==> config.mk <==
export PLATFORM = sky130hd
export DESIGN_NAME = adpcm_tdm_tx_flat
export DESIGN_NICKNAME = d
export VERILOG_FILES = /design/src/rtl/adpcm_tdm_tx_if.sv /design/src/rtl/adpcm_tdm_tx.sv /design/src/flat_wrapper.sv
export SDC_FILE = /design/constraint.sdc
export NUM_CORES = 1
export LEC_CHECK = 0
export BUFFER_PORTS_ARGS = -buffer_cell sky130_fd_sc_hd__buf_2
export CELL_PAD_IN_SITES_DETAIL_PLACEMENT = 1
export CELL_PAD_IN_SITES_GLOBAL_PLACEMENT = 1
export CORE_UTILIZATION = 42
export DETAILED_ROUTE_END_ITERATION = 10
export GPL_TIMING_DRIVEN = 1
export PLACE_DENSITY_LB_ADDON = 0.1
export SYNTH_ARGS = -nofsm -noshare
export SYNTH_HDL_FRONTEND = slang
export SYNTH_SLANG_ARGS = --single-unit
export TNS_END_PERCENT = 20
==> constraint.sdc <==
create_clock -name clk -period 2.4 [get_ports clk]
set_input_delay 0.12 -clock clk [delete_from_list [all_inputs] [get_ports clk]]
set_output_delay 0.12 -clock clk [all_outputs]
set_load 0.02 [all_outputs]
==> src/rtl/adpcm_tdm_tx_if.sv <==
// Code-word handshake between the ADPCM encoder datapath (master) and the TDM transmitter (slave).
// in_slot tells the producer which TDM slot a code accepted this cycle will occupy.
interface adpcm_tdm_tx_if #(
    parameter int unsigned CODE_W  = 4,
    parameter int unsigned SLOT_IW = 5
);
    logic               in_valid;
    logic               in_ready;
    logic [CODE_W-1:0]  in_code;
    logic [SLOT_IW-1:0] in_slot;

    modport master (
        output in_valid,
        output in_code,
        input  in_ready,
        input  in_slot
    );

    modport slave (
        input  in_valid,
        input  in_code,
        output in_ready,
        output in_slot
    );
endinterface

==> src/rtl/adpcm_tdm_tx.sv <==
// ADPCM serial TDM transmitter: one held code per slot, shifted MSB-first with frame sync.
// Optional MCAC_TX_PARITY_EN puts the even parity of the sent code in each slot LSB.
module adpcm_tdm_tx #(
    parameter int unsigned       CODE_W    = 4,
    parameter int unsigned       SLOT_W    = 8,
    parameter int unsigned       NCH       = 32,
    parameter logic [CODE_W-1:0] IDLE_CODE = '1,
    localparam int unsigned      SLOT_IW   = (NCH > 1) ? $clog2(NCH) : 1,
    localparam int unsigned      BIT_IW    = $clog2(SLOT_W)
) (
    input  logic                 clk,
    input  logic                 reset_n,
    input  logic                 en,
    input  logic                 bit_en,
    adpcm_tdm_tx_if.slave        in_if,
    output logic                 sdo,
    output logic                 fs,
    output logic                 underrun
);

    typedef enum logic [0:0] {StIdle, StRun} state_e;

    state_e              state_q, state_d;
    logic [BIT_IW-1:0]   bit_cnt_q, bit_cnt_d;
    logic [SLOT_IW-1:0]  slot_cnt_q, slot_cnt_d;
    logic [SLOT_W-1:0]   shift_q, shift_d;
    logic [CODE_W-1:0]   hold_q, hold_d;
    logic                hold_valid_q, hold_valid_d;
    logic                sdo_q, sdo_d;
    logic                fs_q, fs_d;
    logic                underrun_q, underrun_d;

    logic                load_cycle;
    logic                frame_end;
    logic                accept;
    logic [CODE_W-1:0]   tx_code;
    logic [SLOT_W-1:0]   word;

    assign load_cycle = bit_en && (bit_cnt_q == '0) && ((state_q == StRun) || en);
    // Frame ends on the last bit of the last slot; en only matters here, never mid-frame.
    assign frame_end  = bit_en && (state_q == StRun) && (bit_cnt_q == BIT_IW'(SLOT_W - 1)) &&
                        (slot_cnt_q == '0) && !en;
    assign accept     = in_if.in_valid && in_if.in_ready;
    assign tx_code    = hold_valid_q ? hold_q : IDLE_CODE;

    always_comb begin
        word = '0;
        word[SLOT_W-1 -: CODE_W] = tx_code;
`ifdef MCAC_TX_PARITY_EN
        word[0] = ^tx_code;
`else
`endif
    end

    // State register
    always_ff @(posedge clk or negedge reset_n) begin
        if (!reset_n) begin
            state_q <= StIdle;
        end else begin
            state_q <= state_d;
        end
    end

    // Next-state logic
    always_comb begin
        state_d = state_q;
        unique case (state_q)
            StIdle:  if (load_cycle) state_d = StRun;
            StRun:   if (frame_end)  state_d = StIdle;
            default: state_d = StIdle;
        endcase
    end

    // Output and datapath next-state logic
    always_comb begin
        in_if.in_ready = !hold_valid_q && !load_cycle;
        bit_cnt_d      = bit_cnt_q;
        slot_cnt_d     = slot_cnt_q;
        shift_d        = shift_q;
        hold_d         = hold_q;
        hold_valid_d   = hold_valid_q;
        sdo_d          = sdo_q;
        fs_d           = fs_q;
        underrun_d     = 1'b0;

        if (accept) begin
            hold_d       = in_if.in_code;
            hold_valid_d = 1'b1;
        end

        if (load_cycle) begin
            sdo_d        = word[SLOT_W-1];
            shift_d      = word << 1;
            fs_d         = (slot_cnt_q == '0);
            hold_valid_d = 1'b0;
            underrun_d   = !hold_valid_q;
            slot_cnt_d   = (slot_cnt_q == SLOT_IW'(NCH - 1)) ? '0 : slot_cnt_q + 1'b1;
        end else if (bit_en && (state_q == StRun)) begin
            sdo_d   = frame_end ? 1'b0 : shift_q[SLOT_W-1];
            shift_d = shift_q << 1;
            fs_d    = 1'b0;
        end

        if (bit_en && ((state_q == StRun) || load_cycle)) begin
            bit_cnt_d = (bit_cnt_q == BIT_IW'(SLOT_W - 1)) ? '0 : bit_cnt_q + 1'b1;
        end
    end

    always_ff @(posedge clk or negedge reset_n) begin
        if (!reset_n) begin
            bit_cnt_q    <= '0;
            slot_cnt_q   <= '0;
            shift_q      <= '0;
            hold_q       <= '0;
            hold_valid_q <= 1'b0;
            sdo_q        <= 1'b0;
            fs_q         <= 1'b0;
            underrun_q   <= 1'b0;
        end else begin
            bit_cnt_q    <= bit_cnt_d;
            slot_cnt_q   <= slot_cnt_d;
            shift_q      <= shift_d;
            hold_q       <= hold_d;
            hold_valid_q <= hold_valid_d;
            sdo_q        <= sdo_d;
            fs_q         <= fs_d;
            underrun_q   <= underrun_d;
        end
    end

    assign in_if.in_slot = slot_cnt_q;
    assign sdo           = sdo_q;
    assign fs            = fs_q;
    assign underrun      = underrun_q;

endmodule

==> src/flat_wrapper.sv <==
// flat-port wrapper written by rule: the top's interface ports become plain ports
module adpcm_tdm_tx_flat 
#(
    parameter int unsigned       CODE_W    = 4,
    parameter int unsigned       SLOT_W    = 8,
    parameter int unsigned       NCH       = 32,
    parameter logic [CODE_W-1:0] IDLE_CODE = '1,
    localparam int unsigned      SLOT_IW   = (NCH > 1) ? $clog2(NCH) : 1,
    localparam int unsigned      BIT_IW    = $clog2(SLOT_W)
)
  (clk, reset_n, en, bit_en, sdo, fs, underrun, in_if_in_valid, in_if_in_code, in_if_in_ready, in_if_in_slot);
  adpcm_tdm_tx_if #(.CODE_W(CODE_W)) in_if_i ();
  input  logic clk;
  input  logic reset_n;
  input  logic en;
  input  logic bit_en;
  output logic sdo;
  output logic fs;
  output logic underrun;
  input wire logic [$bits(in_if_i.in_valid)-1:0] in_if_in_valid;
  input wire logic [$bits(in_if_i.in_code)-1:0] in_if_in_code;
  output wire logic [$bits(in_if_i.in_ready)-1:0] in_if_in_ready;
  output wire logic [$bits(in_if_i.in_slot)-1:0] in_if_in_slot;
  assign in_if_i.in_valid = in_if_in_valid;
  assign in_if_i.in_code = in_if_in_code;
  assign in_if_in_ready = in_if_i.in_ready;
  assign in_if_in_slot = in_if_i.in_slot;
  adpcm_tdm_tx #(.CODE_W(CODE_W), .SLOT_W(SLOT_W), .NCH(NCH), .IDLE_CODE(IDLE_CODE)) u_core (.clk(clk), .reset_n(reset_n), .en(en), .bit_en(bit_en), .in_if(in_if_i), .sdo(sdo), .fs(fs), .underrun(underrun));
endmodule
Word-level counts from Yosys, hierarchy flattened
Index checks and enable logic that the tools add are counted.

storage, ports and cells
  register bits after elaboration = 25
  bits of input ports = 9
  output and inout bits = 9
  logic and storage cells = 48

cells by class
  $add $sub $neg = 2
  equality and inequality tests = 2
  muxes and demuxes = 16
  bitwise logic cells = 1
  reduce and logical (&&, ||, !) cells = 18

operator list
  cell                                         number
  two-way mux 8 bit                            2
  two-way mux 1 bit                            10
  logical AND 1 bit                            9
  adder 5 x 1 -> 5 bit, second input constant  1
  == test 5 bit, second input constant         1
  logical NOT 5 bit                            1
  two-way mux 5 bit                            1
  two-way mux 4 bit                            1
  nonzero test 2 bit                           2
  adder 3 x 1 -> 3 bit, second input constant  1
  == test 3 bit, second input constant         1
  logical NOT 1 bit                            3
  logical NOT 3 bit                            1
  two-way mux 3 bit                            1
  logical OR 1 bit                             2
  case mux 1 bit (2 select lines)              1
  inverter 1 bit                               1

Logic depth before layout (Yosys ltp)
  depth in word-level cells = 8
  gate-level depth with buffers = 6
  depth with buffers taken out = 6

Least setup slack after synthesis
OpenSTA, ideal clock, no wires.

  path type = register -> register
  start point = register u_core.slot_cnt_q[0], in the netlist u_core.in_if.in_slot[0]
  end point = register u_core.slot_cnt_q[3], in the netlist u_core.in_if.in_slot[3]
  setup time = 0.087 ns
  data arrival time = 1.737 ns
  required time = 2.313 ns
  setup slack = 0.576 ns
  cell stages (with the launch flop) = 6
  path buffers = 0
  clock period less this slack = 1.824 ns
  cells stage by stage = dfrtp_1 ha_1 and3_2 ha_1 or3_2 o211ai_1

on the way
  longest elaborated chain between the ends = 2
  elaborated cells between the ends (all ways) = 3
  those cells by class = add/sub: 1; eq/ne: 1; mux: 1

ends and longest elaborated chain
  item                                                          RTL line             RTL
  start, declared                                               adpcm_tdm_tx.sv:25   logic [SLOT_IW-1:0] slot_cnt_q, slot_cnt_d;
  start signal, assigned                                        adpcm_tdm_tx.sv:121  slot_cnt_q <= slot_cnt_d;
  adder 5 x 1 -> 5 bit / == test 5 bit (equally long branches)  adpcm_tdm_tx.sv:97   slot_cnt_d = (slot_cnt_q == SLOT_IW'(NCH - 1)) ? '0 : slot_cnt_q + 1'b1;
  two-way mux 5 bit (*)                                         adpcm_tdm_tx.sv:97

Every way passes the cells marked *; elsewhere a longest branch is shown, timed or not.
A chain may end at the register's enable or synchronous reset.

Worst setup path after layout
  start point = register u_core.bit_cnt_q[0]
  end point = output in_if_in_ready

on the way
  longest elaborated chain between the ends = 5

ends and longest elaborated chain
  item                             RTL line             RTL
  start, declared                  adpcm_tdm_tx.sv:24   logic [BIT_IW-1:0] bit_cnt_q, bit_cnt_d;
  start signal, assigned           adpcm_tdm_tx.sv:120  bit_cnt_q <= bit_cnt_d;
  logical NOT 3 bit                adpcm_tdm_tx.sv:39   assign load_cycle = bit_en && (bit_cnt_q == '0) && ((state_q == StRun) || en);
  logical AND 1 bit (2 in series)  adpcm_tdm_tx.sv:39
  logical NOT 1 bit                adpcm_tdm_tx.sv:76   in_if.in_ready = !hold_valid_q && !load_cycle;
  logical AND 1 bit                adpcm_tdm_tx.sv:76
  end, declared                    flat_wrapper.sv:22   output wire logic [$bits(in_if_i.in_ready)-1:0] in_if_in_ready;

Every way passes these cells.

==> impl_metrics.json <==
{
  "top_usage_layer": "met2",
  "clk_latency_ns": 0.30,
  "cp-end-kind": "output pin",
  "cts.sink_count": 20,
  "period_minus_slack_ns": 1.880,
  "drive_gt1_share_pct": 28.70,
  "diodes": 0,
  "arrival_ns": 1.76,
  "tritoncts": "built",
  "ys_seq_area_share_pct": 50.63,
  "critPathLaunch": "u_core.bit_cnt_q[0]$_DFFE_PN0P_",
  "start_util_pct": 44.68,
  "netlist_instances": 88,
  "cts_resized": 0,
  "via_per_inst": 5.566,
  "leakage_nw": 0.5620,
  "row_count": 17,
  "nets": 125,
  "max_freq_ghz": 0.5319,
  "ant_nets": 0,
  "start_kind": "flip-flop",
  "power.total_uw": 534.7,
  "antenna_found_initial": 0,
  "io_pins": 18,
  "crit_chain": "inv_1, ha_1, nand3b_1, nor2_1, nor2_1, buf_2",
  "min-delay-start": "in_if_in_code[1]",
  "netlist_area_um2": 988.4,
  "clock_path_buffers": 2,
  "holdBufCountCts": 1,
  "syn-num-nets": 103,
  "fillers": 260,
  "wl_um": 2032,
  "worst_clock_skew_ns": 0.01070,
  "synth_warnings": 0,
  "synth_top_area_share_pct": 50.63,
  "required_ns": 2.28,
  "post-route-period-util_pct": 78.33,
  "setup_violations": 0,
  "drtPass1Iterations": 4,
  "cts_root_buf": "clkbuf_4",
  "vias": 757,
  "yosys.cell_types.count": 29,
  "grt_pass1_wl_um": 3636,
  "r2r_start": "u_core.in_if.in_slot[0]$_DFFE_PN0P_",
  "clk_pin_slew_ns": 0.11,
  "maxCapViolCount": 0,
  "first_iter_violations": 4,
  "die_area_um2": 2551,
  "syn_to_final_growth_pct": 15.57,
  "grt_use_total_pct": 19.64,
  "finalHoldViolations": 0,
  "htreeDepth": 1,
  "yosys.area.top_type": "dfrtp_1",
  "path_common_cell": "nor2_1",
  "grt_overflow": 0,
  "path_class": "reg2out",
  "use_met1_pct": 24.42,
  "numPortBuffers": 17,
  "slew_headroom_pct": 62.15,
  "grt_max_degree": 21,
  "hold_path.class": "in2reg",
  "p_per_area_nw_per_um2": 468.1,
  "dp_hpwl_um": 1513,
  "core_um2": 2212,
  "die_h_um": 50.51,
  "gp_congestion": 0.7553,
  "outcome": "completed",
  "max_stage_delay_ns": 0.43,
  "dieWidth_um": 50.51,
  "ir_worst_vdd_mv": 0.2562,
  "grt_pass1_vias": 791,
  "synthTopCellsByArea": "dfrtp_1 51%, ha_1 7.6%, mux2_2 6.8%, mux2i_1 3.0%, o21ai_0 3.0%",
  "setup-tns-final_ns": 0,
  "crit_fanout": 9,
  "cts_setup_buffers": 0,
  "crit_slowest_cell": "dfrtp_1",
  "routedWlPerCell_um": 14.94,
  "rsz0062_at_grt": "false",
  "slew_viol_final": 0,
  "use_met2_pct": 32.44,
  "use_met3_pct": 3.636,
  "avgSynthCellArea_um2": 11.23,
  "drc_errors": 0,
  "worstMarginPinSlew_ns": 0.5677,
  "synth-seq-cells": 20,
  "numCtsBuffers": 3
}
## synthesized netlist by cell type
cell,instances
dfrtp_1,20
nor4b_1,3
nand3_1,1
o211ai_1,3
mux2_2,6
o21ai_0,6
nor4_1,1
nand2b_1,4
nor2b_1,2
nand3b_1,2
inv_1,4
mux2i_1,3
a21oi_1,2
clkbuf_1,1
or3_2,1
o21ai_1,1
o31ai_1,2
a21o_1,1
o32a_1,1
ha_1,6
nor2_1,8
a31oi_1,1
or4b_4,1
and3_2,1
buf_2,2
o2111ai_1,1
or2_0,1
nand2_1,2
a22o_1,1
## state kept, by name, indices dropped and copies added (netlist names)
| register | count |
|---|---|
| u_core.hold_q | 4 |
| u_core.fs | 1 |
| u_core.hold_valid_q | 1 |
| u_core.in_if.in_slot | 5 |
| u_core.underrun | 1 |
| u_core.sdo | 1 |
| u_core.state_q | 1 |
| u_core.bit_cnt_q | 3 |
| u_core.shift_q | 3 |
## final cells by class
type	count	area [um^2]	share of cell area, %
Multi-Input combinational cell	61	459.2	40.20
Sequential cell	20	500.5	43.81
Timing Repair Buffer	20	110.1	9.639
Tap cell	28	35.03	3.067
Inverter	4	15.01	1.314
Clock buffer	3	22.52	1.972
## kinds of logic (layout without fill, tap and decap cells)
family	Yosys count	in the layout	share of synthesized area (%)
adders and majority gates	6	6	7.595
muxes	9	9	9.873
buffers and inverters	7	27	2.911
and+or+nand+nor	27	27	16.46
AOI/OAI and AO/OA	19	19	12.53
DFF	20	20	50.63
## layout by cell type (no fill, tap or decap), drive strengths merged, types with 2 or more instances in the layout
master	n
nand3b	2
mux2	6
clkbuf	3
ha	6
dfrtp	20
o211ai	3
nor4b	3
nand2	2
nor2b	2
a21oi	2
o21ai	7
mux2i	3
nor2	8
inv	4
nand2b	4
o31ai	2
buf	19
## worst paths after layout
kind / cells after the start / to / slack (ns)
max: 6 / in_if_in_ready / 0.52
min: 2 / u_core.hold_q[1]$_DFFE_PN0P_ / 0.05
max reg2reg: 5 / u_core.in_if.in_slot[3]$_DFFE_PN0P_ / 0.55
min reg2reg: 1 / u_core.hold_q[0]$_DFFE_PN0P_ / 0.52
max in group asynchronous: 2 / u_core.in_if.in_slot[0]$_DFFE_PN0P_ / 1.81
min in group asynchronous: 2 / u_core.sdo$_DFFE_PN0P_ / 0.28
## critical path: cells and delay by family (launching register included)
kind,cells,cell delay (ns)
simple gates,3,0.64
buf+inv,2,0.25
flops,1,0.43
fa+ha+maj,1,0.14
## where the power goes
part,leakage [nW],switching (mW),internal [mW],total (mW)
combinational,0.291,0.0143,0.0134,0.0277
sequential,0.258,0.00507,0.345,0.350
clock,0.0138,0.0988,0.0585,0.157
## per-stage QoR
stage	setup WS (ns)	instances	area [um^2]	hold slack [ns]	utilization [%]
final	0.5200	136	1142	0.04913	51.64
after floorplan	0.5760	88	988.4	-0.1756	-
after global placement	0.5649	132	1110	0.09905	50.17
after CTS	0.4926	136	1142	0.03565	51.64
after detailed placement	0.5569	132	1110	0.09305	50.17
after global routing	0.3656	136	1142	0.05100	51.64
## metal layers
layer / routed length (um) / part of all wire, %
met3: 61 / 3.0
met2: 976 / 48
met1: 976 / 48
met4: 17 / 0.84
met5: 0 / 0
Note: power is estimated with default switching activity, not from simulation.
